===== src/rtl/lif_pkg.sv =====
// Shared types and defaults for the LIF spike monitor: FSM encoding,
// default widths and thresholds, event buffer geometry and saturating helpers.
package lif_pkg;

    localparam int unsigned DEF_VW     = 16;
    localparam int unsigned DEF_TSW    = 32;
    localparam logic [15:0] DEF_V_TH   = 16'd1000;
    localparam logic [15:0] DEF_V_HYST = 16'd100;

    localparam int unsigned EV_FIFO_DEPTH = 4;
    localparam int unsigned EV_FIFO_AW    = $clog2(EV_FIFO_DEPTH);

    typedef enum logic [1:0] {
        ST_ARMED    = 2'd0,
        ST_FIRE     = 2'd1,
        ST_REFRAC   = 2'd2,
        ST_WAIT_LOW = 2'd3
    } lif_state_t;

    function automatic logic [7:0] sat_inc8(input logic [7:0] v);
        return (v == 8'hFF) ? v : v + 8'd1;
    endfunction

    function automatic logic [15:0] sat_inc16(input logic [15:0] v);
        return (v == 16'hFFFF) ? v : v + 16'd1;
    endfunction

endpackage


===== src/rtl/lif_spike_monitor_if.sv =====
// Spike event stream toward the host: valid/ready handshake carrying the
// timestamp of the event at the head of the buffer.
interface lif_spike_monitor_if
    import lif_pkg::*;
#(
    parameter int unsigned TSW = DEF_TSW
);
    logic           ev_valid;
    logic           ev_ready;
    logic [TSW-1:0] ev_ts;

    modport master (output ev_valid, output ev_ts, input ev_ready);
    modport slave  (input ev_valid, input ev_ts, output ev_ready);
endinterface


===== src/rtl/lif_event_fifo.sv =====
// First-word-fall-through timestamp buffer; a push into a full buffer is
// accepted only when a pop frees a slot in the same cycle.
module lif_event_fifo
    import lif_pkg::*;
#(
    parameter int unsigned W = DEF_TSW
) (
    input  logic         clk,
    input  logic         reset,
    input  logic         push,
    input  logic         pop,
    input  logic [W-1:0] din,
    output logic [W-1:0] dout,
    output logic         full,
    output logic         empty
);
    localparam int unsigned AW = EV_FIFO_AW;
    localparam int unsigned CW = AW + 1;

    logic [W-1:0]  mem [EV_FIFO_DEPTH];
    logic [AW-1:0] wr_ptr;
    logic [AW-1:0] rd_ptr;
    logic [CW-1:0] count;
    logic          wr_en;
    logic          rd_en;

    assign full  = (count == CW'(EV_FIFO_DEPTH));
    assign empty = (count == '0);
    assign rd_en = pop && !empty;
    assign wr_en = push && (!full || rd_en);

    // NOTE: non-blocking assignments for all registered state so every flop samples pre-edge values.
    always_ff @(posedge clk) begin
        if (!reset) begin
            wr_ptr <= '0;
            rd_ptr <= '0;
            count  <= '0;
        end else begin
            if (wr_en) wr_ptr <= wr_ptr + AW'(1);
            if (rd_en) rd_ptr <= rd_ptr + AW'(1);
            case ({wr_en, rd_en})
                2'b10:   count <= count + CW'(1);
                2'b01:   count <= count - CW'(1);
                default: ;
            endcase
        end
    end

    // NOTE: storage is not reset; pointers and count define validity, and the head reads as zero when empty.
    always_ff @(posedge clk) begin
        if (wr_en) mem[wr_ptr] <= din;
    end

    assign dout = empty ? '0 : mem[rd_ptr];

endmodule


===== src/rtl/lif_spike_monitor.sv =====
// Threshold-crossing spike detector with hysteresis and refractory period,
// timestamped event buffering and a fixed-window firing-rate counter.
module lif_spike_monitor
    import lif_pkg::*;
#(
    parameter int unsigned   VW     = DEF_VW,
    parameter logic [VW-1:0] V_TH   = VW'(DEF_V_TH),
    parameter logic [VW-1:0] V_HYST = VW'(DEF_V_HYST),
    parameter int unsigned   REFRAC = 8,
    parameter int unsigned   WIN    = 100,
    parameter int unsigned   TSW    = DEF_TSW
) (
    input  logic                       clk,
    input  logic                       reset,
    input  logic [VW-1:0]              V_mem,
    input  logic                       V_valid,
    output logic                       spike,
    lif_spike_monitor_if.master        ev,
    output logic [15:0]                rate,
    output logic                       rate_valid,
    output logic [7:0]                 drop_cnt
);
    localparam logic [VW-1:0]  V_REARM  = (V_TH > V_HYST) ? V_TH - V_HYST : '0;
    localparam int unsigned    RCW      = (REFRAC > 1) ? $clog2(REFRAC) : 1;
    localparam int unsigned    WCW      = (WIN > 1) ? $clog2(WIN) : 1;
    localparam logic [RCW-1:0] RC_LOAD  = RCW'(REFRAC - 1);
    localparam logic [WCW-1:0] WIN_LAST = WCW'(WIN - 1);

    lif_state_t     state, state_nxt;
    logic [RCW-1:0] rc_cnt, rc_cnt_nxt;
    logic           fire;
    logic [TSW-1:0] ts;
    logic           ev_pop;
    logic           fifo_full;
    logic           fifo_empty;
    logic [TSW-1:0] fifo_dout;
    logic [WCW-1:0] win_cnt;
    logic [15:0]    spk_cnt;
    logic [15:0]    spk_sum;
    logic [15:0]    rate_q;
    logic           win_last;

    always_ff @(posedge clk) begin
        if (!reset) begin
            state  <= ST_ARMED;
            rc_cnt <= '0;
        end else begin
            state  <= state_nxt;
            rc_cnt <= rc_cnt_nxt;
        end
    end

    // NOTE: every output of this block gets a default first, so no path can infer a latch.
    always_comb begin
        state_nxt  = state;
        rc_cnt_nxt = rc_cnt;
        fire       = 1'b0;
        case (state)
            ST_ARMED: begin
                if (V_valid && V_mem >= V_TH) state_nxt = ST_FIRE;
            end
            ST_FIRE: begin
                fire       = 1'b1;
                rc_cnt_nxt = RC_LOAD;
                state_nxt  = ST_REFRAC;
            end
            ST_REFRAC: begin
                // Leave on the edge where the count would hit zero, so FIRE plus REFRAC spans REFRAC cycles.
                if (rc_cnt <= RCW'(1)) begin
                    state_nxt  = ST_WAIT_LOW;
                    rc_cnt_nxt = '0;
                end else begin
                    rc_cnt_nxt = rc_cnt - RCW'(1);
                end
            end
            ST_WAIT_LOW: begin
                if (V_valid && V_mem < V_REARM) state_nxt = ST_ARMED;
            end
            default: state_nxt = ST_ARMED;
        endcase
    end

    assign spike = fire;

    always_ff @(posedge clk) begin
        if (!reset) ts <= '0;
        else        ts <= ts + TSW'(1);
    end

    assign ev_pop = ev.ev_valid && ev.ev_ready;

    lif_event_fifo #(.W(TSW)) u_fifo (
        .clk   (clk),
        .reset (reset),
        .push  (fire),
        .pop   (ev_pop),
        .din   (ts),
        .dout  (fifo_dout),
        .full  (fifo_full),
        .empty (fifo_empty)
    );

    assign ev.ev_valid = !fifo_empty;
    assign ev.ev_ts    = fifo_dout;

    always_ff @(posedge clk) begin
        if (!reset) begin
            drop_cnt <= '0;
        end else if (fire && fifo_full && !ev_pop) begin
            drop_cnt <= sat_inc8(drop_cnt);
        end
    end

    // The terminal cycle reports the count including a spike in that same cycle.
    assign win_last = (win_cnt == WIN_LAST);
    assign spk_sum  = fire ? sat_inc16(spk_cnt) : spk_cnt;

    always_ff @(posedge clk) begin
        if (!reset) begin
            win_cnt <= '0;
            spk_cnt <= '0;
            rate_q  <= '0;
        end else if (win_last) begin
            win_cnt <= '0;
            spk_cnt <= '0;
            rate_q  <= spk_sum;
        end else begin
            win_cnt <= win_cnt + WCW'(1);
            spk_cnt <= spk_sum;
        end
    end

    assign rate       = win_last ? spk_sum : rate_q;
    assign rate_valid = win_last;

endmodule

===== src/flat_wrapper.sv =====
// flat-port wrapper written by rule: the top's interface ports become plain ports
module lif_spike_monitor_flat import lif_pkg::*;
#(
    parameter int unsigned   VW     = DEF_VW,
    parameter logic [VW-1:0] V_TH   = VW'(DEF_V_TH),
    parameter logic [VW-1:0] V_HYST = VW'(DEF_V_HYST),
    parameter int unsigned   REFRAC = 8,
    parameter int unsigned   WIN    = 100,
    parameter int unsigned   TSW    = DEF_TSW
)
  (clk, reset, V_mem, V_valid, spike, rate, rate_valid, drop_cnt, ev_ev_valid, ev_ev_ts, ev_ev_ready);
  lif_spike_monitor_if #(.TSW(TSW)) ev_i ();
  input  logic clk;
  input  logic reset;
  input  logic [VW-1:0] V_mem;
  input  logic V_valid;
  output logic spike;
  output logic [15:0] rate;
  output logic rate_valid;
  output logic [7:0] drop_cnt;
  output wire logic [$bits(ev_i.ev_valid)-1:0] ev_ev_valid;
  output wire logic [$bits(ev_i.ev_ts)-1:0] ev_ev_ts;
  input wire logic [$bits(ev_i.ev_ready)-1:0] ev_ev_ready;
  assign ev_ev_valid = ev_i.ev_valid;
  assign ev_ev_ts = ev_i.ev_ts;
  assign ev_i.ev_ready = ev_ev_ready;
  lif_spike_monitor #(.VW(VW), .V_TH(V_TH), .V_HYST(V_HYST), .REFRAC(REFRAC), .WIN(WIN), .TSW(TSW)) u_core (.clk(clk), .reset(reset), .V_mem(V_mem), .V_valid(V_valid), .spike(spike), .ev(ev_i), .rate(rate), .rate_valid(rate_valid), .drop_cnt(drop_cnt));
endmodule

===== config.mk =====
export PLATFORM = sky130hd
export DESIGN_NAME = lif_spike_monitor_flat
export DESIGN_NICKNAME = d
export VERILOG_FILES = /design/src/rtl/lif_pkg.sv /design/src/rtl/lif_spike_monitor_if.sv /design/src/rtl/lif_event_fifo.sv /design/src/rtl/lif_spike_monitor.sv /design/src/flat_wrapper.sv
export SDC_FILE = /design/constraint.sdc
export NUM_CORES = 1
export LEC_CHECK = 0
export ABC_AREA = 1
export CAP_MARGIN = 25
export CORE_MARGIN = 2
export CORE_UTILIZATION = 35
export CTS_CLUSTER_DIAMETER = 60
export DETAILED_ROUTE_END_ITERATION = 6
export GPL_ROUTABILITY_DRIVEN = 0
export RECOVER_POWER = 25
export SLEW_MARGIN = 15
export SYNTH_ARGS = -nofsm -noshare
export SYNTH_HDL_FRONTEND = slang
export SYNTH_SLANG_ARGS = --single-unit

===== constraint.sdc =====
create_clock -name clk -period 3.45 [get_ports clk]
set_input_delay 1.035 -clock clk [delete_from_list [all_inputs] [get_ports clk]]
set_output_delay 1.035 -clock clk [all_outputs]
set_load 0.005 [all_outputs]

-- After elaboration in Yosys (flattened, before gate mapping)
Memory sizes are Yosys's and may differ from the RTL's. A register that Yosys moved wholly into a read port is not among the register bits.
Cells that the tools add are included.
- register bits: 91
- bits in latches: 0
- memory bits (writable): 128
- bits in read-only memories: 0
- bits of input ports: 20
- output and inout port bits: 59
- logic and storage cells: 71
- memories: 1
- $add $sub $neg: 9
- multiply operators: 0
- div/mod/pow operators: 0
- order comparisons: 3
- equality and inequality tests: 12
- shifts and indexed selects: 0
- mux-type cells: 16
- bitwise logic cells: 2
- reduce and logical (&&, ||, !) cells: 18
- memories (memory ; depth ; bits a word ; rd ports ; clocked after memory_dff ; wr ports ; RTL line ; RTL):
    u_core.u_fifo.mem ; 4 ; 32 ; 1 ; 1 ; 1 ; lif_event_fifo.sv:20 ; logic [W-1:0] mem [EV_FIFO_DEPTH];
- operators with widths (cell ; count):
    16-bit 2-to-1 mux ; 3
    32-bit by 1-bit adder with 32-bit output, second input constant ; 1
    32-bit 2-to-1 mux ; 1
    16-bit by 1-bit adder with 16-bit output, second input constant ; 1
    16-bit equality test, second input constant ; 1
    16-bit by 10-bit greater-or-equal comparator with 1-bit output, second input constant ; 1
    16-bit by 10-bit < comparator with 1-bit output, second input constant ; 1
    3-bit one-hot mux with 2 select lines ; 2
    2-bit 2-to-1 mux ; 5
    8-bit by 1-bit adder with 8-bit output, second input constant ; 1
    8-bit equality test, second input constant ; 1
    2-bit one-hot mux with 4 select lines ; 1
    7-bit by 1-bit adder with 7-bit output, second input constant ; 1
    7-bit equality test, second input constant ; 1
    1-bit logical AND ; 7
    2-bit equality test, second input constant ; 3
    2-bit by 1-bit != test with 1-bit output, second input constant ; 3
    3-bit by 1-bit subtractor with 3-bit output, second input constant ; 2
    2-bit by 1-bit adder with 2-bit output, second input constant ; 2
    2-bit by 1-bit equality test with 1-bit output, second input constant ; 2
    2-bit nonzero test ; 2
    3-bit by 1-bit adder with 3-bit output, second input constant ; 1
    3-bit equality test, second input constant ; 1
    3-bit by 1-bit less-or-equal comparator with 1-bit output, second input constant ; 1
    other kinds (10) ; 15

-- Depth between registers and ports, before layout
Gate-level depths: netlist of the first run.
- depth after elaboration: 8
- mapped depth: 12
- depth with buffers taken out: 11

-- Modules after synthesis
From an unflattened synthesis of the first run, not the netlist that was laid out.
- cell total of the unflattened synthesis: 1080
- area, all modules: 9785.6 um2
- modules (own cells, without submodules) (module ; instances ; cells an instance ; area an instance (um2) ; sequential area each (um2)):
    lif_event_fifo ; 1 ; 443 ; 5450.2 ; 4023.9
    lif_spike_monitor ; 1 ; 637 ; 4335.4 ; 1681.6

-- Worst setup path before layout of the first run
No wires, ideal clock.
- kind: input port to flip-flop
- start point: input port ev_ev_ready
- end point: memory u_core.u_fifo.mem[0][0] (netlist bit), enable pin
- setup time: 0.421 ns
- arrival: 2.686 ns
- data required time: 3.029 ns
- path slack: 0.342 ns
- stages: 4
- path buffers: 0
- path through: inv_1 nand3_1 nand2_1 nor2_1
- cells in the longest elaborated chain, start to end: 6
- RTL lines (item ; RTL line ; RTL):
    start, declared ; flat_wrapper.sv:23 ; input wire logic [$bits(ev_i.ev_ready)-1:0] ev_ev_ready;
    1-bit logical AND ; lif_spike_monitor.sv:90 ; assign ev_pop = ev.ev_valid && ev.ev_ready;
    1-bit logical AND ; lif_event_fifo.sv:29 ; assign rd_en = pop && !empty;
    1-bit logical OR ; lif_event_fifo.sv:30 ; assign wr_en = push && (!full || rd_en);
    1-bit logical AND ; lif_event_fifo.sv:30 ;
    1-bit 2-to-1 mux ; lif_event_fifo.sv:51 ; if (wr_en) mem[wr_ptr] <= din;
    1-bit 2-to-1 mux (not written as such) ; lif_event_fifo.sv:51 ;
    end, declared ; lif_event_fifo.sv:20 ;
Every way passes these cells.

-- Worst setup path after layout of the first run
- start point: register u_core.spk_cnt[1]
- end point: output port rate[6]
- cells in the longest elaborated chain, start to end: 4
- elaborated cells between the ends (all ways): 5
- those cells by class: add/sub: 1; eq/ne: 1; mux: 3
- RTL lines (item ; RTL line ; RTL):
    start, declared ; lif_spike_monitor.sv:38 ; logic [15:0] spk_cnt;
    start signal, assigned ; lif_spike_monitor.sv:129 ; spk_cnt <= spk_sum;
    16-bit by 1-bit adder with 16-bit output / 16-bit equality test (equally long branches) ; lif_pkg.sv:25 ; return (v == 16'hFFFF) ? v : v + 16'd1;
    16-bit 2-to-1 mux (*) ; lif_pkg.sv:25 ;
    16-bit 2-to-1 mux (*) ; lif_spike_monitor.sv:116 ; assign spk_sum = fire ? sat_inc16(spk_cnt) : spk_cnt;
    16-bit 2-to-1 mux (*) ; lif_spike_monitor.sv:133 ; assign rate = win_last ? spk_sum : rate_q;
    end, declared ; flat_wrapper.sv:18 ; output logic [15:0] rate;
Mark *: on every way between the ends. The rest lies on a longest branch, timed or not.

==> impl_metrics.env, run 1 <==
export IMPL_antenna_found_initial=0
export IMPL_min_to="u_core.win_cnt[0]"
export IMPL_nFillCells=2661
export IMPL_dieHeight_um=171
export IMPL_async_reset_ff_share_pct=0
export IMPL_clockPowerShare_pct=30.7
export IMPL_grt_ovfl_total=0
export IMPL_synth_seq_cells=221
export IMPL_track_usage_pct=14.6
export IMPL_die_w_um=171
export IMPL_grt_pass1_wl_um=34100
export IMPL_area_sequential_mm2=0.00572
export IMPL_arrival_ns=2.41
export IMPL_drt_iter0_drc=430
export IMPL_synth_most_common_cell="nor2_1"
export IMPL_synth_area_per_cell_um2=9.00
export IMPL_syn_instance_count=1085
export IMPL_core_mm2=0.0276
export IMPL_synth_top_cell_by_area="edfxtp_1"
export IMPL_n_antenna_cell=0
export IMPL_cp_start_kind="flop"
export IMPL_fin_crit_sh_pct=99.8
export IMPL_drive_gt1_share_pct=13.0
export IMPL_cts_root_buffer="clkbuf_16"
export IMPL_pwr_share_comb_pct=28.0
export IMPL_yosys_warnings=0
export IMPL_power_leakage_uw=0.00451
export IMPL_switching_power_uw=2350
export IMPL_firstDrtPassIters=5
export IMPL_antenna_left=0
export IMPL_p_seq_share_pct=41.3
export IMPL_hold_start="u_core.win_cnt[0]"
export IMPL_tns_ns=0
export IMPL_timing_rr_start="u_core.state[1]"
export IMPL_slew_headroom_pct=65.1
export IMPL_irDropWorstVdd_mv=0.324
export IMPL_io_buffers=76
export IMPL_nets=1221
export IMPL_fin_ws_ns=0.00720
export IMPL_synthTopCellsByCount="217 x nor2_1, 161 x nand2_1, 128 x edfxtp_1, 100 x inv_1, 95 x o21ai_0"
export IMPL_hold_viol_final=0
export IMPL_cts_buffers=25
export IMPL_dp_slack_ns=0.298
export IMPL_pin_count=79
export IMPL_p_int_uw=5390
export IMPL_wl_met3_um=785
export IMPL_clock_latency_ns=0.52
export IMPL_cts_tree="built"
export IMPL_rows=61
export IMPL_drc=0
export IMPL_required_ns=2.41
export IMPL_cts_sinks=221
export IMPL_grt_max_degree=65
export IMPL_dp_hpwl_um=13200
export IMPL_wl_per_cell_um=13.7
export IMPL_via_per_inst=4.68
export IMPL_multi_input_area_mm2=0.00365
export IMPL_status="completed"
export IMPL_power_uw=7740
export IMPL_syn_cell_area_mm2=0.00977
export IMPL_area_growth_syn_to_layout_pct=23.9
export IMPL_setup_viol=0
export IMPL_period_needed_ns=3.44
export IMPL_routed_wl_um=21600
export IMPL_crit_type="flop to output pin"
export IMPL_wl_met1_um=9440
export IMPL_clkSlewWorstSetupHoldPaths_ns=0.06
export IMPL_p_per_area_mw_per_mm2=640
export IMPL_die_area_mm2=0.0293
export IMPL_worstMarginPinSlew_ns=0.523
export IMPL_synth_top_area_share_pct=39.3
export IMPL_cts_path_max_buffers=3
export IMPL_path_max_fanout=8
export IMPL_top_layer_used="met4"
export IMPL_initial_core_util_pct=35.4
export IMPL_finClkSkew_ns=0.0199
export IMPL_reg2reg_depth=11
export IMPL_sw_frac_of_total_pct=30.3
export IMPL_ys_flop_type="edfxtp_1"
export IMPL_rsz0062_at_grt="yes"
export IMPL_slew_violations=0
export IMPL_yosysSeqAreaShare_pct=58.4
export IMPL_end_kind="output pin"
export IMPL_syn_num_nets=1121
export IMPL_ys_top_cells_by_area="edfxtp_1 39%, dfxtp_1 19%, nor2_1 8.3%, nand2_1 6.2%, o21ai_0 4.9%"
export IMPL_grt_pass1_vias=6815
export IMPL_max_cap_violations=0
export IMPL_htreeDepth=1
export IMPL_wl_met2_um=10900
export IMPL_hold_buffers=0
export IMPL_hold_depth=1
export IMPL_hp_class="flop to flop"
export IMPL_synth_cell_types=43
export IMPL_synth_edff_count=128
export IMPL_fmax_mhz=290
export IMPL_reg2reg_to="u_core.u_fifo.count[2]"
export IMPL_vias=7407
export IMPL_reg2reg_slack_ns=1.49
-- layout by cell type, fill, tap and decap left out, types with 12 or more instances in the layout --
| cell type | synthesis | final |
|---|---|---|
| inv_1 | 100 | 98 |
| buf_4 | 0 | 26 |
| nand2_1 | 161 | 155 |
| clkbuf_16 | 0 | 26 |
| edfxtp_1 | 128 | 128 |
| nor2_1 | 217 | 210 |
| o21ai_1 | 11 | 12 |
| nand3_1 | 43 | 36 |
| a21oi_1 | 85 | 85 |
| nand4_1 | 12 | 12 |
| clkdlybuf4s50_1 | 0 | 68 |
| dfxtp_1 | 93 | 83 |
| nand2_2 | 8 | 13 |
| o21ai_0 | 95 | 89 |
| nand3_2 | 5 | 12 |
| ha_1 | 15 | 12 |
-- how the worst max path moves through the flow --
stage	slack, ns	depth (start not counted)	endpoint	from
3_5_place_dp	0.30	12	rate[15]	u_core.state[1]
5_1_grt	-0.14	9	rate[5]	u_core.spk_cnt[12]
4_1_cts	-0.004	10	rate[6]	u_core.spk_cnt[1]
2_1_floorplan	0.34	4	u_core.u_fifo.mem[0][0]	ev_ev_ready
6_report	0.007	10	rate[6]	u_core.spk_cnt[1]
3_3_place_gp	0.31	12	rate[15]	u_core.state[1]
-- stage by stage --
step	instances	hold WS (ns)	utilization, %	instance area (um^2)
after floorplan	1085	0.418	-	9770
after global placement	1518	0.432	40.0	11100
after detailed placement	1518	0.446	40.0	11100
after CTS	1570	0.456	43.1	11900
after global routing	1582	0.480	43.8	12100
final	1582	0.459	43.8	12100
-- routing by layer --
layer / up-vias / global-route usage [%]
met5: - / 0
met2: 131 / 26.3
met4: 0 / 3.83
met3: 36 / 2.34
li1: 3810 / -
met1: 3430 / 18.0
-- critical path, cell delays in order (launching register included) --
cell	delay, ns
dfxtp_4	0.36
ha_4	0.15
nand2_2	0.06
nor2_4	0.10
nand2_4	0.08
nor2_4	0.27
o21ai_1	0.14
nand3_1	0.08
o21ai_1	0.09
inv_1	0.07
clkdlybuf4s50_1	0.49
-- timing repair --
item,CTS,global route
buffers inserted,5,11
hold endpoints to repair,0,0
gates resized for setup,25,34
setup endpoints to repair,19,15
gates cloned,1,1
pin swaps,5,7
-- power by group through the flow --
stage	clock, uW	sequential, uW	combinational (uW)
floorplan	0	3230	1110
global placement	0	3240	2090
detailed placement	0	3240	2130
CTS	2420	3190	2170
global route	2520	3220	2430
finish	2370	3200	2170
-- cell type report --
class | instances | area share (%)
clock buffers | 32 | 5.39
clock inverters | 14 | 0.662
inverters | 107 | 3.33
multi-input cells | 721 | 30.2
flip-flops and latches | 221 | 47.3
well taps | 378 | 3.91
repair buffers | 109 | 9.20
-- registers in the layout, summed over array words and instances (netlist names), named ones only --
register              cells
u_core.drop_cnt           8
u_core.win_cnt            7
u_core.rate_q            16
u_core.u_fifo.wr_ptr      2
u_core.u_fifo.mem       128
u_core.u_fifo.count       3
u_core.spk_cnt           16
u_core.ts                32
u_core.rc_cnt             3
u_core.state              2
u_core.u_fifo.rd_ptr      2
-- logic make-up after synthesis --
group | synth area share [%]
adder cells (fa/ha/maj) | 2.13
XOR/XNOR | 0.897
AND/OR/NAND/NOR | 22.1
AO/OA/AOI/OAI | 10.6
buffers and inverters | 5.82
flip-flops | 58.4
Note: power is estimated with default switching activity, not from simulation.
==> inputs of run 2 (changes only) <==
CORE_MARGIN = not set   (was 2)
SYNTH_HIERARCHICAL = 1   (was not set)
==> run 2 against run 1 <==
  * Combinational power decreased by 15%
  * Die area shrank 2.2%
  * Clock-buffer cell count stayed put
  * Register-to-register slack got worse by 0.34 ns
  * Sequential share of layout area grew 0.20 points
  * Routed wire length hardly changed
  * Fmax is 4.5% higher
  * Largest power group unchanged
==> impl_metrics.env, run 2 <==
export IMPL_ys_flop_type="edfxtp_1"
export IMPL_required_ns=2.41
export IMPL_path_max_fanout=9
export IMPL_p_seq_share_pct=41.0
export IMPL_reg2reg_to="u_core/u_fifo/count[2]"
export IMPL_firstDrtPassIters=5
export IMPL_p_int_uw=5610
export IMPL_critPathLaunch="u_core/u_fifo/count[1]"
export IMPL_clockPowerShare_pct=35.2
export IMPL_synth_top_cell_by_area="edfxtp_1"
export IMPL_hold_buffers=0
export IMPL_pin_count=79
export IMPL_grt_ovfl_total=0
export IMPL_finClkSkew_ns=0.0263
export IMPL_worstMarginPinSlew_ns=0.539
export IMPL_slew_violations=0
export IMPL_cts_root_buffer="clkbuf_16"
export IMPL_n_antenna_cell=0
export IMPL_hold_viol_final=0
export IMPL_synth_edff_count=128
export IMPL_dp_hpwl_um=13600
export IMPL_routed_wl_um=21600
export IMPL_dp_slack_ns=0.390
export IMPL_pwr_share_comb_pct=23.8
export IMPL_clock_latency_ns=0.53
export IMPL_antenna_left=0
export IMPL_syn_cell_area_mm2=0.00979
export IMPL_rsz0062_at_grt="yes"
export IMPL_power_uw=7740
export IMPL_io_buffers=76
export IMPL_die_w_um=169
export IMPL_fin_crit_sh_pct=95.5
export IMPL_wl_per_cell_um=13.8
export IMPL_nets=1211
export IMPL_cts_buffers=24
export IMPL_drive_gt1_share_pct=10.6
export IMPL_power_leakage_uw=0.00454
export IMPL_antenna_found_initial=0
export IMPL_cts_sinks=221
export IMPL_syn_num_nets=1115
export IMPL_ys_top_cells_by_area="edfxtp_1 39%, dfxtp_1 19%, nor2_1 7.9%, nand2_1 6.3%, a21oi_1 4.4%"
export IMPL_cts_path_max_buffers=3
export IMPL_synth_top_area_share_pct=39.3
export IMPL_drt_iter0_drc=466
export IMPL_period_needed_ns=3.30
export IMPL_reg2reg_slack_ns=1.15
export IMPL_synth_area_per_cell_um2=9.06
export IMPL_dp_cells=1515
export IMPL_hold_start="u_core/u_fifo/rd_ptr[1]"
export IMPL_hold_depth=2
export IMPL_max_cap_violations=0
export IMPL_crit_type="flop to output pin"
export IMPL_slew_headroom_pct=63.8
export IMPL_irDropWorstVdd_mv=0.425
export IMPL_core_mm2=0.0272
export IMPL_multi_input_area_mm2=0.00355
export IMPL_fin_ws_ns=0.155
export IMPL_yosysSeqAreaShare_pct=58.3
export IMPL_async_reset_ff_share_pct=0
export IMPL_synth_cell_types=41
export IMPL_synthTopCellsByCount="207 x nor2_1, 165 x nand2_1, 128 x edfxtp_1, 100 x inv_1, 93 x dfxtp_1"
export IMPL_reg_top3="u_core/u_fifo/mem (128), u_core/ts (32)"
export IMPL_rows=60
export IMPL_yosys_warnings=6
export IMPL_syn_instance_count=1080
export IMPL_cp_start_kind="flop"
export IMPL_fin_hold_ws_ns=0.462
export IMPL_setup_viol=0
export IMPL_placed_area_mm2=0.0111
export IMPL_reg2reg_depth=13
export IMPL_htreeDepth=1
export IMPL_final_cell_mix="202 x nor2_1, 164 x nand2_1, 128 x edfxtp_1, 99 x inv_1, 87 x dfxtp_1"
export IMPL_status="completed"
export IMPL_arrival_ns=2.26
export IMPL_cts_tree="built"
export IMPL_drc=0
export IMPL_sw_frac_of_total_pct=27.6
export IMPL_nFillCells=2617
export IMPL_dieHeight_um=169
export IMPL_fmax_mhz=303
export IMPL_vias=7366
export IMPL_hp_class="flop to flop"
export IMPL_area_sequential_mm2=0.00571
export IMPL_largest_reg_flops=128
export IMPL_area_growth_syn_to_layout_pct=22.9
export IMPL_worstSetupEndpoint="ev_ev_ts[14]"
export IMPL_grt_pass1_wl_um=35500
export IMPL_synth_seq_cells=221
export IMPL_via_per_inst=4.71
export IMPL_grt_pass1_vias=6975
export IMPL_initial_core_util_pct=36.0
export IMPL_synth_most_common_cell="nor2_1"
export IMPL_layout_commonest_cell="nor2_1"
export IMPL_track_usage_pct=15.5
export IMPL_die_area_mm2=0.0286
export IMPL_end_kind="output pin"
export IMPL_p_per_area_mw_per_mm2=644
export IMPL_design_area_mm2=0.0120
export IMPL_clkSlewWorstSetupHoldPaths_ns=0.06
export IMPL_switching_power_uw=2130
export IMPL_final_cells=1564
export IMPL_max_flop_register="u_core/u_fifo/mem"
export IMPL_timing_rr_start="u_core/u_fifo/count[1]"
export IMPL_grt_max_degree=33
[run 2: cell count changes in the layout (fill, tap and decap cells not counted), moves of 9 or more]
cell | before | now
nand2_2 | 13 | 4
o21ai_1 | 12 | 51
nand3_1 | 36 | 49
dlygate4sd2_1 | 2 | 14
o21ai_0 | 89 | 49
nand2_1 | 155 | 164
clkdlybuf4s50_1 | 68 | 59
[run 2: repair_timing]
| action | CTS | global route |
|---|---|---|
| cloned | 1 | 0 |
| pin swaps | 6 | 4 |
| setup endpoints to repair | 30 | 30 |
| gates resized for setup | 30 | 8 |
| setup buffers | 7 | 0 |
[run 2: layer usage]
layer / GRT usage, % / part of all wire [%] / vias to the layer above
met4: 4.15 / 2.2 / 0
met1: 19.6 / 45 / 3405
li1: - / - / 3789
met2: 27.1 / 48 / 139
met5: 0 / 0 / -
met3: 2.78 / 4.6 / 33
[run 2: critical path, stage by stage, from the launching register on]
cell and delay [ns]:
dfxtp_1 0.36, nor2_2 0.07, nand2_2 0.11, clkinvlp_4 0.18, buf_12 0.18, buf_4 0.16
a21oi_1 0.16, clkdlybuf4s50_1 0.53
[run 2: power groups by stage]
stage,Sequential [uW],Clock [uW],Combinational [uW]
3_5_place_dp,3230,0,1800
5_1_grt,3200,2890,2070
2_1_floorplan,3220,0,981
3_3_place_gp,3220,0,1770
4_1_cts,3170,2800,1870
6_report,3170,2730,1840
[run 2: worst min-delay path by stage]
| stage | endpoint | slack, ns |
|---|---|---|
| 6_report | u_core/u_fifo/rd_ptr[1] | 0.46 |
| 4_1_cts | u_core/u_fifo/rd_ptr[1] | 0.46 |
| 3_3_place_gp | flop | 0.45 |
| 3_5_place_dp | u_core/u_fifo/rd_ptr[1] | 0.45 |
| 2_1_floorplan | u_core/win_cnt[0] | 0.43 |
| 5_1_grt | u_core/u_fifo/rd_ptr[1] | 0.49 |
[run 2: cell families after synthesis]
logic type               count (synthesis)  synth area share, %
XOR/XNOR                                12                 1.07
flip-flops                             221                 58.3
buffers and inverters                  140                 6.07
AO/OA/AOI/OAI                          196                 10.4
AND/OR/NAND/NOR                        496                 22.2
adder cells (fa/ha/maj)                 15                 1.99
[run 2: stage by stage]
stage | TNS (ns) | util (%)
after floorplan | 0 | -
after global placement | 0 | 40.8
after detailed placement | 0 | 40.8
after CTS | -0.103 | 44.3
after global routing | -0.0836 | 44.2
final | 0 | 44.2
[run 2: final cells by class]
| class | instances | area share, % |
|---|---|---|
| inverters | 104 | 3.28 |
| clock inverters | 10 | 1.55 |
| multi-input cells | 719 | 29.5 |
| repair buffers | 106 | 8.77 |
| flip-flops and latches | 221 | 47.5 |
| well taps | 372 | 3.87 |
| clock buffers | 32 | 5.49 |
